===== config.mk =====
export PLATFORM = sky130hd
export DESIGN_NAME = fifo_ctrl_flat
export DESIGN_NICKNAME = d
export VERILOG_FILES = /design/src/rtl/fifo_ctrl_pkg.sv /design/src/rtl/fifo_ctrl_if.sv /design/src/rtl/fifo_mem.sv /design/src/rtl/fifo_ctrl.sv /design/src/flat_wrapper.sv
export SDC_FILE = /design/constraint.sdc
export NUM_CORES = 1
export LEC_CHECK = 0
export BUFFER_PORTS_ARGS = -buffer_cell sky130_fd_sc_hd__buf_2
export CAP_MARGIN = 15
export CORE_UTILIZATION = 54
export DETAILED_ROUTE_END_ITERATION = 7
export PLACE_DENSITY = 0.81
export SLEW_MARGIN = 40
export SYNTH_ARGS = -nofsm -noshare
export SYNTH_HDL_FRONTEND = slang
export SYNTH_SLANG_ARGS = --single-unit

===== constraint.sdc =====
create_clock -name clk -period 4.3 [get_ports clk]
set_clock_uncertainty 0.15 [all_clocks]
set_input_delay 0.43 -clock clk [delete_from_list [all_inputs] [get_ports clk]]
set_output_delay 0.43 -clock clk [all_outputs]
set_load 0.02 [all_outputs]

===== src/rtl/fifo_ctrl_pkg.sv =====
// Shared definitions for the fifo_ctrl block: last-operation state codes and the
// width of the occupancy counter.
package fifo_ctrl_pkg;

  typedef enum logic [2:0] {
    INIT     = 3'b000,
    WRITE    = 3'b001,
    READ     = 3'b010,
    WR_ERROR = 3'b011,
    RD_ERROR = 3'b100,
    NO_OP    = 3'b101,
    WR_RD    = 3'b110
  } state_t;

  // Occupancy must represent 0..DEPTH inclusive, hence one bit more than a pointer.
  function automatic int count_width(input int addr_width);
    return addr_width + 1;
  endfunction

endpackage


===== src/rtl/fifo_ctrl_if.sv =====
// Producer/consumer bundle of the FIFO: requests and data in, registered data,
// occupancy, flags, handshakes and last-operation state out.
interface fifo_ctrl_if #(
  parameter int DATA_WIDTH = 32,
  parameter int ADDR_WIDTH = 3
);
  import fifo_ctrl_pkg::*;

  localparam int CW = count_width(ADDR_WIDTH);

  // Requests are sampled on every rising edge. wr_ack/wr_err and rd_ack/rd_err
  // are one-cycle pulses reporting whether the request of the previous edge was
  // accepted or rejected; dout is valid in the same cycle that rd_ack is high.
  logic                  wr_en;
  logic                  rd_en;
  logic [DATA_WIDTH-1:0] din;
  logic [DATA_WIDTH-1:0] dout;
  logic [CW-1:0]         data_count;
  logic                  full;
  logic                  empty;
  logic                  almost_full;
  logic                  almost_empty;
  logic                  wr_ack;
  logic                  wr_err;
  logic                  rd_ack;
  logic                  rd_err;
  logic [2:0]            state;

  modport master (
    output wr_en, rd_en, din,
    input  dout, data_count, full, empty, almost_full, almost_empty,
    input  wr_ack, wr_err, rd_ack, rd_err, state
  );

  modport slave (
    input  wr_en, rd_en, din,
    output dout, data_count, full, empty, almost_full, almost_empty,
    output wr_ack, wr_err, rd_ack, rd_err, state
  );

endinterface


===== src/rtl/fifo_mem.sv =====
// FIFO storage: DEPTH x DATA_WIDTH register file with one write port and one
// registered read port. The array itself is never reset; only the read register is.
module fifo_mem #(
  parameter int DATA_WIDTH = 32,
  parameter int ADDR_WIDTH = 3
) (
  input  logic                  clk,
  input  logic                  reset,
  input  logic                  we,
  input  logic [ADDR_WIDTH-1:0] waddr,
  input  logic [DATA_WIDTH-1:0] wdata,
  input  logic                  re,
  input  logic [ADDR_WIDTH-1:0] raddr,
  output logic [DATA_WIDTH-1:0] rdata
);

  localparam int DEPTH = 2 ** ADDR_WIDTH;

  logic [DATA_WIDTH-1:0] mem [DEPTH];

  always_ff @(posedge clk) begin
    if (we) mem[waddr] <= wdata;
  end

  // Holds its value unless a read is accepted.
  always_ff @(posedge clk) begin
    if (reset)   rdata <= '0;
    else if (re) rdata <= mem[raddr];
  end

endmodule


===== src/rtl/fifo_ctrl.sv =====
// Synchronous FIFO controller: pointers, occupancy counter, status flags and
// registered per-operation handshakes around a fifo_mem register file.
module fifo_ctrl
  import fifo_ctrl_pkg::*;
#(
  parameter int DATA_WIDTH = 32,
  parameter int ADDR_WIDTH = 3,
  parameter int AF_LEVEL   = 6,
  parameter int AE_LEVEL   = 2
) (
  input  logic        clk,
  input  logic        reset,
  fifo_ctrl_if.slave  bus
);

  localparam int DEPTH = 2 ** ADDR_WIDTH;
  localparam int CW    = count_width(ADDR_WIDTH);

  logic [ADDR_WIDTH-1:0] head;
  logic [ADDR_WIDTH-1:0] tail;
  logic [CW-1:0]         count;
  state_t                state_q;
  logic                  wr_ack_q;
  logic                  wr_err_q;
  logic                  rd_ack_q;
  logic                  rd_err_q;
  logic                  full;
  logic                  empty;
  logic                  do_wr;
  logic                  do_rd;
  logic                  hs_enable;

  assign full  = (count == CW'(DEPTH));
  assign empty = (count == '0);

  // With both requests, a full FIFO still reads and an empty one still writes.
  assign do_wr = bus.wr_en & ~full  & ~reset;
  assign do_rd = bus.rd_en & ~empty & ~reset;

  fifo_mem #(
    .DATA_WIDTH (DATA_WIDTH),
    .ADDR_WIDTH (ADDR_WIDTH)
  ) u_mem (
    .clk   (clk),
    .reset (reset),
    .we    (do_wr),
    .waddr (tail),
    .wdata (bus.din),
    .re    (do_rd),
    .raddr (head),
    .rdata (bus.dout)
  );

  always_ff @(posedge clk) begin
    if (reset) begin
      head     <= '0;
      tail     <= '0;
      count    <= '0;
      wr_ack_q <= 1'b0;
      wr_err_q <= 1'b0;
      rd_ack_q <= 1'b0;
      rd_err_q <= 1'b0;
      state_q  <= INIT;
    end else begin
      wr_ack_q <= do_wr;
      rd_ack_q <= do_rd;
      wr_err_q <= bus.wr_en & full;
      rd_err_q <= bus.rd_en & empty;
      if (do_wr) tail <= tail + ADDR_WIDTH'(1);
      if (do_rd) head <= head + ADDR_WIDTH'(1);
      case ({do_wr, do_rd})
        2'b11: state_q <= WR_RD;
        2'b10: begin
          state_q <= WRITE;
          count   <= count + CW'(1);
        end
        2'b01: begin
          state_q <= READ;
          count   <= count - CW'(1);
        end
        default: begin
          if (bus.wr_en)      state_q <= WR_ERROR;
          else if (bus.rd_en) state_q <= RD_ERROR;
          else                state_q <= NO_OP;
        end
      endcase
    end
  end

  // Code 111 is never produced; should it ever appear, handshakes stay quiet.
  assign hs_enable = (bus.state != 3'b111);

  assign bus.state        = state_q;
  assign bus.data_count   = count;
  assign bus.full         = full;
  assign bus.empty        = empty;
  assign bus.almost_full  = (count >= CW'(AF_LEVEL));
  assign bus.almost_empty = (count <= CW'(AE_LEVEL));
  assign bus.wr_ack       = wr_ack_q & hs_enable;
  assign bus.wr_err       = wr_err_q & hs_enable;
  assign bus.rd_ack       = rd_ack_q & hs_enable;
  assign bus.rd_err       = rd_err_q & hs_enable;

endmodule


===== src/flat_wrapper.sv =====
// flat-port wrapper written by rule: the top's interface ports become plain ports
module fifo_ctrl_flat import fifo_ctrl_pkg::*;
#(
  parameter int DATA_WIDTH = 32,
  parameter int ADDR_WIDTH = 3,
  parameter int AF_LEVEL   = 6,
  parameter int AE_LEVEL   = 2
)
  (clk, reset, bus_wr_en, bus_rd_en, bus_din, bus_dout, bus_data_count, bus_full, bus_empty, bus_almost_full, bus_almost_empty, bus_wr_ack, bus_wr_err, bus_rd_ack, bus_rd_err, bus_state);
  fifo_ctrl_if #(.DATA_WIDTH(DATA_WIDTH), .ADDR_WIDTH(ADDR_WIDTH)) bus_i ();
  input  logic clk;
  input  logic reset;
  input wire logic [$bits(bus_i.wr_en)-1:0] bus_wr_en;
  input wire logic [$bits(bus_i.rd_en)-1:0] bus_rd_en;
  input wire logic [$bits(bus_i.din)-1:0] bus_din;
  output wire logic [$bits(bus_i.dout)-1:0] bus_dout;
  output wire logic [$bits(bus_i.data_count)-1:0] bus_data_count;
  output wire logic [$bits(bus_i.full)-1:0] bus_full;
  output wire logic [$bits(bus_i.empty)-1:0] bus_empty;
  output wire logic [$bits(bus_i.almost_full)-1:0] bus_almost_full;
  output wire logic [$bits(bus_i.almost_empty)-1:0] bus_almost_empty;
  output wire logic [$bits(bus_i.wr_ack)-1:0] bus_wr_ack;
  output wire logic [$bits(bus_i.wr_err)-1:0] bus_wr_err;
  output wire logic [$bits(bus_i.rd_ack)-1:0] bus_rd_ack;
  output wire logic [$bits(bus_i.rd_err)-1:0] bus_rd_err;
  output wire logic [$bits(bus_i.state)-1:0] bus_state;
  assign bus_i.wr_en = bus_wr_en;
  assign bus_i.rd_en = bus_rd_en;
  assign bus_i.din = bus_din;
  assign bus_dout = bus_i.dout;
  assign bus_data_count = bus_i.data_count;
  assign bus_full = bus_i.full;
  assign bus_empty = bus_i.empty;
  assign bus_almost_full = bus_i.almost_full;
  assign bus_almost_empty = bus_i.almost_empty;
  assign bus_wr_ack = bus_i.wr_ack;
  assign bus_wr_err = bus_i.wr_err;
  assign bus_rd_ack = bus_i.rd_ack;
  assign bus_rd_err = bus_i.rd_err;
  assign bus_state = bus_i.state;
  fifo_ctrl #(.DATA_WIDTH(DATA_WIDTH), .ADDR_WIDTH(ADDR_WIDTH), .AF_LEVEL(AF_LEVEL), .AE_LEVEL(AE_LEVEL)) u_core (.clk(clk), .reset(reset), .bus(bus_i));
endmodule

==> results of run 1 <==
[registers in the layout, indices dropped and copies added, names as in the netlist]
name	count
u_core.bus.state	3
u_core.bus.data_count	4
u_core.rd_err_q	1
u_core.wr_err_q	1
u_core.u_mem.rdata	32
u_core.u_mem.mem	256
u_core.head	3
u_core.tail	3
u_core.rd_ack_q	1
u_core.wr_ack_q	1
[kinds of logic after synthesis]
logic type / after synthesis / share of synthesized area, %
AO/OA/AOI/OAI: 44 / 3.47
XOR/XNOR: 6 / 0.462
adder cells (fa/ha/maj): 9 / 1.06
buffers and inverters: 39 / 1.66
flip-flops: 305 / 76.2
multiplexers: 64 / 12.7
AND/OR/NAND/NOR: 84 / 4.47
[layout make-up]
type                    instances  share of cell area, %
well taps                     270                   2.55
multi-input cells             207                   19.5
repair buffers                110                   5.38
flip-flops and latches        305                   65.5
clock buffers                  39                   5.91
clock inverters                14                  0.888
inverters                      10                  0.283
[per-stage QoR]
step | std cells | instance area, sq um | power, mW | hold slack [ps]
final | 955 | 13200 | 6.36 | 12.2
after global routing | 955 | 13200 | 6.55 | 4.02
after CTS | 954 | 13200 | 6.39 | 0.291
after detailed placement | 894 | 12300 | 4.00 | 410
after global placement | 888 | 12100 | 3.97 | 366
after floorplan | 551 | 11400 | 3.79 | 343
[worst max-delay path: stages (launching register included)]
cell,delay [ps]
dfxtp_1,440
or4b_2,690
nand2_2,250
ha_1,260
ha_1,280
a21oi_1,220
a21oi_1,120
or4_1,480
a21oi_1,150
[final timing paths]
check / to / slack, ps
worst min register to register: u_core.bus.data_count[3] / 430
worst min-delay path: u_core.u_mem.mem[5][14] / 10
worst max-delay path: u_core.bus.data_count[3] / 1180
worst max register to register: u_core.bus.data_count[3] / 1180
[per-layer routing]
layer	GRT usage, %	part of all wire [%]
met1	28.2	41
met4	6.55	1.8
met2	35.0	50
met3	4.47	7.1
met5	0	0.054
[repair_timing]
action / in CTS / in global routing
hold buffers: 7 / 0
gates resized for setup: 0 / 0
buffers inserted: 0 / 0
hold endpoints to repair: 39 / 0
[placed cells by master, fill, tap and decap left out, types with 7 or more instances in the layout]
| cell | instances |
|---|---|
| clkbuf_1 | 8 |
| dfxtp_1 | 47 |
| mux4_2 | 64 |
| clkbuf_16 | 29 |
| nor3b_1 | 32 |
| nor2_1 | 13 |
| inv_1 | 9 |
| a221o_1 | 32 |
| edfxtp_1 | 256 |
| dlygate4sd3_1 | 7 |
| buf_4 | 15 |
| clkinv_1 | 7 |
| ha_1 | 8 |
| buf_2 | 82 |
[power by group through the flow]
stage          sequential, mW  combinational (mW)  clock [mW]
2_1_floorplan            3.45               0.339           0
3_3_place_gp             3.44               0.535           0
3_5_place_dp             3.44               0.563           0
4_1_cts                  3.38               0.576        2.43
5_1_grt                  3.37               0.635        2.54
6_report                 3.36               0.593        2.40
==> run metrics, run 1 <==
most instantiated cells after synthesis=edfxtp_1, mux4_2, dfxtp_1, a221o_1, nor3b_1; syn avg cell area=20.6 sq um; post-route ant nets=0; Cell Rows=52; worst-skew pair later-pin latency=540 ps; final hold violation count=0; Post-Syn Area=0.0114 sq mm; final setup violation count=0; P_int=4.95 mW; crit end category=flip-flop; CTS tree=done; r2r worst-path depth=8; Achievable Freq=0.320 GHz; clock network power share=37.8%; clock root cell=clkbuf_16; largest net degree at the start of global routing=40; number of flops mapped to enable cells by yosys=256; Hold Crit Depth=1; Yosys top cell by area=edfxtp_1; Antenna Cells=0; Remaining DRCs=0; Tightest Pin Transition=724 ps; DR WL/cell=23.2 um; share of layout cells above drive strength 1=32.3%; Cells after Synth=551; hpwl dp=12800 um; CTS Sinks=305; Initial DRC Count=440; gr usage total=21.1%; RePlAce Congestion=0.834; top post-synthesis cells by area=edfxtp_1, mux4_2, dfxtp_1; first-pass GRT wire length=34100 um; status=complete, no violations; Setup TNS Final=0 ps; top-area cell type share of the netlist area=67.6%; Overflow after GRT=0; CTS H-tree depth=1; core area=0.0204 sq mm; Multi-input gate area=0.00258 sq mm; Die Wd=147 um; NetSw=1.41 mW; Worst Min Path Start=bus_din[14]; Starting Density=55.7%; MaxCap Viol Count=0; Setup crit start kind=flip-flop; fillers=1310; Leak Pwr=4.45 nW; min Tclk post-route=3120 ps; drt first pass iters=4; Die ar.=0.0216 sq mm; Slew Viols, Final=0; num ports=83; most common cell in the netlist=edfxtp_1; Net Sw Frac=22.1%; min-delay worst type=primary input to flip-flop; DR vias=5724; VDD IR max=391 uV; FF-to-FF Start=u_core.bus.data_count[3]; Sequential Power Share=52.9%; max_slew headroom=51.7%; final worst setup slack=1180 ps; Port Buffers=82; final core utilization=64.8%; Yosys cell types=34; Worst-path clk slew=60 ps; WP data required=4610 ps; crit path launch=u_core.bus.data_count[3]; Synth Warn #=0; vias in the first global route=5953; #FFs+latches synth=305; RSZ-0062 raised after global routing=no; Die Y=147 um; dpl ws=1190 ps; via/cell ratio=5.99; combinational power share=9.3%; Syn-to-layout area delta=16.5%; Worst Path Max Fanout=9; kind of critical path=flip-flop to flip-flop; initial antenna violation count=1; Num CTS Buffers=29; P per Cell Area=480 mW/mm^2; WP data arrival=3430 ps; period utilisation layout=72.6%; Storage cell area=0.00868 sq mm; overall routed net length=22200 um; final net count=708; sequential area share after synthesis=76.2%; syn nets=596; Clock Path Buffers=3; predominant post-synthesis flop cell=edfxtp_1; FFs w/ async S/R, synth=0%
No activity file was read; power rests on OpenSTA's default activity.
==> run 2, diff against run 1 <==
--- a/config.mk
+++ b/config.mk
@@ -5,11 +5,12 @@
 export SDC_FILE = /design/constraint.sdc
 export NUM_CORES = 1
 export LEC_CHECK = 0
+export ABC_AREA = 1
 export BUFFER_PORTS_ARGS = -buffer_cell sky130_fd_sc_hd__buf_2
 export CAP_MARGIN = 15
-export CORE_UTILIZATION = 54
+export CORE_UTILIZATION = 55
 export DETAILED_ROUTE_END_ITERATION = 7
-export PLACE_DENSITY = 0.81
+export PLACE_DENSITY = 0.79
 export SLEW_MARGIN = 40
 export SYNTH_ARGS = -nofsm -noshare
 export SYNTH_HDL_FRONTEND = slang
==> constraint.sdc (replaced) <==
create_clock -name clk -period 3.13 [get_ports clk]
set_clock_uncertainty 0.15 [all_clocks]
set_input_delay 0.313 -clock clk [delete_from_list [all_inputs] [get_ports clk]]
set_output_delay 0.313 -clock clk [all_outputs]
set_load 0.02 [all_outputs]
==> run 2 against run 1 <==
  * Count of clock-buffer cells in the layout increased by 2
  * Highest routed layer is now met4
  * Final area increased by 7.9%
  * Register-to-register slack worse by 690 ps
==> run metrics, run 2 <==
dpl ws=804 ps (was 1190 ps); Slowest cell on crit path=dlygate4sd3_1 (was or4b_2); Die Y=150 um (was 147 um); min-delay worst type=flip-flop to flip-flop (was primary input to flip-flop); Yosys top cell by area=edfxtp_1 (unchanged); commonest non-fill, non-tap cell in the layout=edfxtp_1 (unchanged); final net count=1212 (was 708); Die Wd=150 um (was 147 um); P per Cell Area=669 mW/mm^2 (was 480 mW/mm^2); hpwl dp=13600 um (was 12800 um); largest reg by FF count=u_core.u_mem.mem (unchanged); top post-synthesis cells by area=edfxtp_1, dfxtp_1, nand2_1 (was edfxtp_1, mux4_2, dfxtp_1); gr usage total=22.8% (was 21.1%); Cell Rows=53 (was 52); Sequential Power Share=48.0% (was 52.9%); cell mode on critical path=nor2_1 (was a21oi_1); Post-Syn Area=0.0121 sq mm (was 0.0114 sq mm); MaxCap Viol Count=0 (unchanged); WP data required=3400 ps (was 4610 ps); CTS tree=done (unchanged); CTS Sinks=305 (unchanged); Cells after Synth=1052 (was 551); clock network power share=41.6% (was 37.8%); final core utilization=67.2% (was 64.8%); first-pass GRT wire length=39300 um (was 34100 um); Starting Density=56.8% (was 55.7%); CTS H-tree depth=1 (unchanged); most common cell in the netlist=edfxtp_1 (unchanged); reg2reg setup slack=490 ps (was 1180 ps); top-area cell type share of the netlist area=63.6% (was 67.6%); Worst Path Max Fanout=41 (was 9); Port Buffers=82 (unchanged); Die ar.=0.0226 sq mm (was 0.0216 sq mm); syn nets=1097 (was 596); Leak Pwr=5.59 nW (was 4.45 nW); crit end category=flip-flop (unchanged); clock root cell=clkbuf_16 (unchanged); overall power=9.57 mW (was 6.36 mW); status=complete, no violations (unchanged); WP data arrival=2910 ps (was 3430 ps); Tightest Pin Transition=718 ps (was 724 ps); initial antenna violation count=1 (unchanged); DR WL/cell=17.4 um (was 23.2 um); placed cell areas=0.0128 sq mm (was 0.0123 sq mm); Synth Warn #=0 (unchanged); Overflow after GRT=0 (unchanged); Num CTS Buffers=31 (was 29); Syn-to-layout area delta=18.2% (was 16.5%); Remaining DRCs=0 (unchanged); worst path cell trace=nor2_1 -> nand2_2 -> nand3_2 -> buf_4 -> ha_1 -> inv_1 -> nor2_1 -> a21oi_1 -> dlygate4sd3_1 (was or4b_2 -> nand2_2 -> ha_1 -> ha_1 -> a21oi_1 -> a21oi_1 -> or4_1 -> a21oi_1); #FFs+latches synth=305 (unchanged); P_int=7.35 mW (was 4.95 mW); Largest register FFs=256 (unchanged); Setup TNS Final=0 ps (unchanged); worst-skew pair later-pin latency=550 ps (was 540 ps); RSZ-0062 raised after global routing=no (unchanged); Post-Layout Inst Area=0.0143 sq mm (was 0.0132 sq mm); RePlAce Congestion=0.749 (was 0.834); final worst setup slack=492 ps (was 1180 ps); num ports=83 (unchanged); largest net degree at the start of global routing=162 (was 40); Worst-path clk slew=60 ps (about the same); CTS Hold Buffers Added=36 (was 7); drt first pass iters=5 (was 4); sequential area share after synthesis=71.7% (was 76.2%); VDD IR max=545 uV (was 391 uV); most frequent cells in the layout=edfxtp_1, nand2_1, nor2_1, nand3_1, buf_2 (was edfxtp_1, buf_2, mux4_2, dfxtp_1); final hold violation count=0 (unchanged); max_slew headroom=52.1% (was 51.7%); Achievable Freq=0.379 GHz (was 0.320 GHz); Net Sw Frac=23.2% (was 22.1%); Yosys cell types=26 (was 34); combinational power share=10.4% (was 9.3%); most instantiated cells after synthesis=edfxtp_1, nand2_1, nor2_1, nand3_1, o21ai_0 (was edfxtp_1, mux4_2, dfxtp_1, a221o_1, nor3b_1); period utilisation layout=84.3% (was 72.6%); Post-Layout Cell Count=1468 (was 955); Setup crit start kind=flip-flop (unchanged); final setup violation count=0 (unchanged); setup bufs post-CTS=0 (unchanged); DR vias=8080 (was 5724); share of layout cells above drive strength 1=14.6% (was 32.3%); core area=0.0213 sq mm (was 0.0204 sq mm); FFs w/ async S/R, synth=0% (unchanged); post-route ant nets=0 (unchanged); Initial DRC Count=687 (was 440); overall routed net length=25500 um (was 22200 um); Slew Viols, Final=0 (unchanged); slowest cell delay on critical path=550 ps (was 690 ps); min Tclk post-route=2640 ps (was 3120 ps); NetSw=2.22 mW (was 1.41 mW); predominant post-synthesis flop cell=edfxtp_1 (unchanged); number of flops mapped to enable cells by yosys=256 (unchanged); Worst Hold Margin=316 ps (was 12.2 ps); placed cells=1373 (was 894); Clock Path Buffers=3 (unchanged); kind of critical path=flip-flop to flip-flop (unchanged); vias in the first global route=7554 (was 5953); post_cts resized=0 (unchanged); via/cell ratio=5.50 (was 5.99); syn avg cell area=11.5 sq um (was 20.6 sq um)
==> run 2: changes by cell type after synthesis, sizes merged, moves of 49 or more <==
cell | before | now
inv | 10 | 59
mux4 | 64 | 0
nand2 | 8 | 222
nand3 | 4 | 134
nor2 | 17 | 140
o21ai | 1 | 72
==> run 2: area by class of cell <==
class,instances,area [sq um]
inverters,59,228
well taps,275,344
fillers,1539,6990
repair buffers,142,1000
flip-flops and latches,305,8670
multi-input cells,628,2930
clock inverters,17,270
diodes,1,2.50
clock buffers,41,853
==> run 2: cells by family after synthesis <==
logic type	after synthesis	share of synthesized area, %
buf+inv	119	4.54
xor+xnor	3	0.217
compound gates	115	5.44
flops	305	71.7
simple gates	501	17.1
fa+ha+maj	9	0.993
==> run 2: path summary, 6_finish.rpt <==
kind | start | to | cells past startpoint
setup / recovery | u_core.bus.data_count[3] | u_core.bus.state[0] | 9
hold / removal | u_core.u_mem.rdata[8] | u_core.u_mem.rdata[8] | 2
setup reg to reg | u_core.bus.data_count[3] | u_core.bus.state[0] | 9
hold reg to reg | u_core.u_mem.rdata[8] | u_core.u_mem.rdata[8] | 2
==> run 2: metal layers <==
layer / global-route usage (%) / up-vias / part of all wire, %
li1: - / 3860 / -
met1: 31.5 / 3867 / 42
met2: 37.9 / 319 / 49
met3: 3.18 / 34 / 7.4
met4: 6.31 / 0 / 1.7
met5: 0 / - / 0
==> run 2: power groups by stage <==
stage          clock network, mW  logic [mW]  registers [mW]
6_report                    3.98       0.996            4.59
5_1_grt                     4.19        1.10            4.60
4_1_cts                     4.03       0.997            4.59
3_5_place_dp                   0       0.952            4.68
3_3_place_gp                   0       0.926            4.67
2_1_floorplan                  0       0.581            4.76
==> run 2: critical path: cells and delay by family, from the launching register on <==
kind | cells | cell delay, ps
flip-flops | 1 | 370
AND/OR/NAND/NOR | 4 | 510
adder cells (fa/ha/maj) | 1 | 280
buffers and inverters | 3 | 1090
AO/OA/AOI/OAI | 1 | 90
==> run 3, diff against run 2 <==
--- a/config.mk
+++ b/config.mk
@@ -5,7 +5,7 @@
 export SDC_FILE = /design/constraint.sdc
 export NUM_CORES = 1
 export LEC_CHECK = 0
-export ABC_AREA = 1
+export ABC_AREA = 0
 export BUFFER_PORTS_ARGS = -buffer_cell sky130_fd_sc_hd__buf_2
 export CAP_MARGIN = 15
 export CORE_UTILIZATION = 55
==> constraint.sdc (replaced) <==
create_clock -name clk -period 2.8 [get_ports clk]
set_clock_uncertainty 0.15 [all_clocks]
set_input_delay 0.28 -clock clk [delete_from_list [all_inputs] [get_ports clk]]
set_output_delay 0.28 -clock clk [all_outputs]
set_load 0.02 [all_outputs]
==> run 3 against run 2 <==
  * First-iteration DRC count shrank 21%
  * Register-to-register slack worse by 370 ps
  * Flip-flop and latch count did not move
  * Maximum frequency fell by 1.5%
  * Utilization up 0.67 points
  * Die area decreased by 5.9%
  * Critical path depth unchanged
  * Non-clock buffer count rose by 5
  * Via count shrank 25%
  * Routed wire length shrank 4.6%
  * Final area decreased by 4.0%
==> run metrics, run 3 (synthesis gave the netlist of run 1 again) <==
DR WL/cell=24.5 um (was 17.4 um); post-route ant nets=0 (unchanged); Initial DRC Count=542 (was 687); largest reg by FF count=u_core.u_mem.mem (unchanged); r2r worst-path depth=9 (unchanged); WP data arrival=2990 ps (was 2910 ps); Starting Density=56.2% (was 56.8%); Tightest Pin Transition=795 ps (was 718 ps); period utilisation layout=95.6% (was 84.3%); DR vias=6067 (was 8080); Post-Layout Cell Count=995 (was 1468); Die ar.=0.0213 sq mm (was 0.0226 sq mm); vias in the first global route=6434 (was 7554); reg2reg setup slack=120 ps (was 490 ps); Hold Crit Depth=4 (was 2); Slew Viols, Final=0 (unchanged); Worst Min Path Start=reset (was u_core.u_mem.rdata[8]); final setup violation count=0 (unchanged); crit end category=flip-flop (unchanged); placed cell areas=0.0124 sq mm (was 0.0128 sq mm); CTS H-tree depth=1 (unchanged); initial antenna violation count=0 (was 1); status=complete, no violations (unchanged); final hold violation count=0 (unchanged); placed cells=904 (was 1373); Remaining DRCs=0 (unchanged); min-delay worst type=primary input to flip-flop (was flip-flop to flip-flop); clock root cell=clkbuf_16 (unchanged); Leak Pwr=4.65 nW (was 5.59 nW); VDD IR max=469 uV (was 545 uV); Achievable Freq=0.374 GHz (was 0.379 GHz); num ports=83 (unchanged); Worst Path Max Fanout=7 (was 41); Largest register FFs=256 (unchanged); CTS tree=done (unchanged); largest net degree at the start of global routing=40 (was 162); RR Endpoint=u_core.bus.data_count[3] (was u_core.bus.state[0]); Post-Layout Inst Area=0.0137 sq mm (was 0.0143 sq mm); RePlAce Congestion=0.801 (was 0.749); core area=0.0202 sq mm (was 0.0213 sq mm); Cell Rows=52 (was 53); CTS Sinks=305 (unchanged); Num CTS Buffers=30 (was 31); Syn-to-layout area delta=20.7% (was 18.2%); worst-skew pair later-pin latency=550 ps (about the same); Port Buffers=82 (unchanged); WP data required=3120 ps (was 3400 ps); Antenna Cells=0 (was 1); final core utilization=67.8% (was 67.2%); hpwl dp=13600 um (about the same); P per Cell Area=721 mW/mm^2 (was 669 mW/mm^2); via/cell ratio=6.10 (was 5.50); Die Y=146 um (was 150 um); fillers=1255 (was 1539); Clock Path Buffers=3 (unchanged); Die Wd=146 um (was 150 um); kind of critical path=flip-flop to flip-flop (unchanged); Overflow after GRT=0 (unchanged); MaxCap Viol Count=0 (unchanged); max_slew headroom=47.0% (was 52.1%); first-pass GRT wire length=37300 um (was 39300 um); most frequent cells in the layout=edfxtp_1, buf_2, mux4_2, dfxtp_1, dlygate4sd3_1 (was edfxtp_1, nand2_1, nor2_1, nand3_1, buf_2); FF-to-FF Start=u_core.bus.data_count[3] (unchanged); gr usage total=23.5% (was 22.8%); Hold Path Sink=u_core.rd_ack_q (was u_core.u_mem.rdata[8]); drt first pass iters=5 (unchanged); Setup crit start kind=flip-flop (unchanged); min Tclk post-route=2680 ps (was 2640 ps); Worst-path clk slew=60 ps (about the same); commonest non-fill, non-tap cell in the layout=edfxtp_1 (unchanged); overall routed net length=24300 um (was 25500 um); final net count=746 (was 1212); share of layout cells above drive strength 1=33.1% (was 14.6%)
-- run 3: cell types whose count changed in the layout (fill, tap and decap cells not counted), sizes merged, moves of 50 or more --
cell,delta
nand2,-214
o21ai,-71
nor2,-123
nand3,-130
mux4,+64
inv,-50
-- run 3: how the worst max path moves through the flow --
stage	depth (start not counted)	startpoint	slack [ps]	end
final	9	u_core.bus.data_count[3]	120	u_core.bus.data_count[3]
after detailed placement	9	u_core.bus.data_count[1]	-30	u_core.bus.data_count[3]
after CTS	8	u_core.bus.data_count[2]	10	u_core.bus.data_count[3]
after global placement	9	u_core.bus.data_count[1]	110	u_core.bus.data_count[3]
after global routing	9	u_core.bus.data_count[3]	-10	u_core.bus.data_count[3]
after floorplan	3	u_core.bus.data_count[2]	-920	u_core.u_mem.mem[2][0]
-- run 3: what timing repair did --
action | 4_1_cts | 5_1_grt
buffers inserted | 0 | 1
pin swaps | 1 | 1
setup endpoints to repair | 1 | 1
hold buffers | 34 | 0
endpoints found under the hold margin | 261 | 0
gates resized for setup | 1 | 5
-- run 3: metrics by stage --
step | setup TNS (ps) | total power [mW] | hold slack (ps) | setup slack [ps]
after floorplan | -101850 | 5.83 | 229 | -924
final | 0 | 9.89 | 25.8 | 123
after CTS | 0 | 9.92 | 7.71 | 13.7
after detailed placement | -33.6 | 6.18 | 367 | -33.6
after global routing | -11.0 | 10.2 | 45.5 | -11.0
after global placement | 0 | 6.13 | 338 | 108
-- run 3: routing by layer --
metal / track usage, % / share of wire [%] / vias to the layer above
li1: - / - / 2582
met1: 30.9 / 39 / 3096
met2: 40.0 / 51 / 333
met3: 4.01 / 7.4 / 56
met4: 8.37 / 2.3 / 0
met5: 0 / 0 / -
-- run 3: critical path: stages (launching register included) --
cell,delay [ps]
dfxtp_2,350
or4_4,560
nand2_4,120
inv_2,70
ha_4,180
ha_4,230
a21oi_2,180
a21oi_1,120
or4_1,470
a21oi_1,160
-- run 3: power breakdown --
| group | switching, mW | internal (mW) | leakage [nW] | total, mW |
|---|---|---|---|---|
| registers | 0.0998 | 5.06 | 2.72 | 5.16 |
| clock network | 1.59 | 2.14 | 0.448 | 3.74 |
| logic | 0.537 | 0.456 | 1.49 | 0.993 |
| total | 2.23 | 7.66 | 4.65 | 9.89 |
-- run 3: cell type report --
class                   instances  area [sq um]  share of cell area [%]
clock buffers                  43           831                    6.05
clock inverters                13          86.3                   0.629
flip-flops and latches        305          8680                    63.2
multi-input cells             207          2630                    19.2
repair buffers                147          1120                    8.19
well taps                     270           338                    2.46
inverters                      10          37.5                   0.273
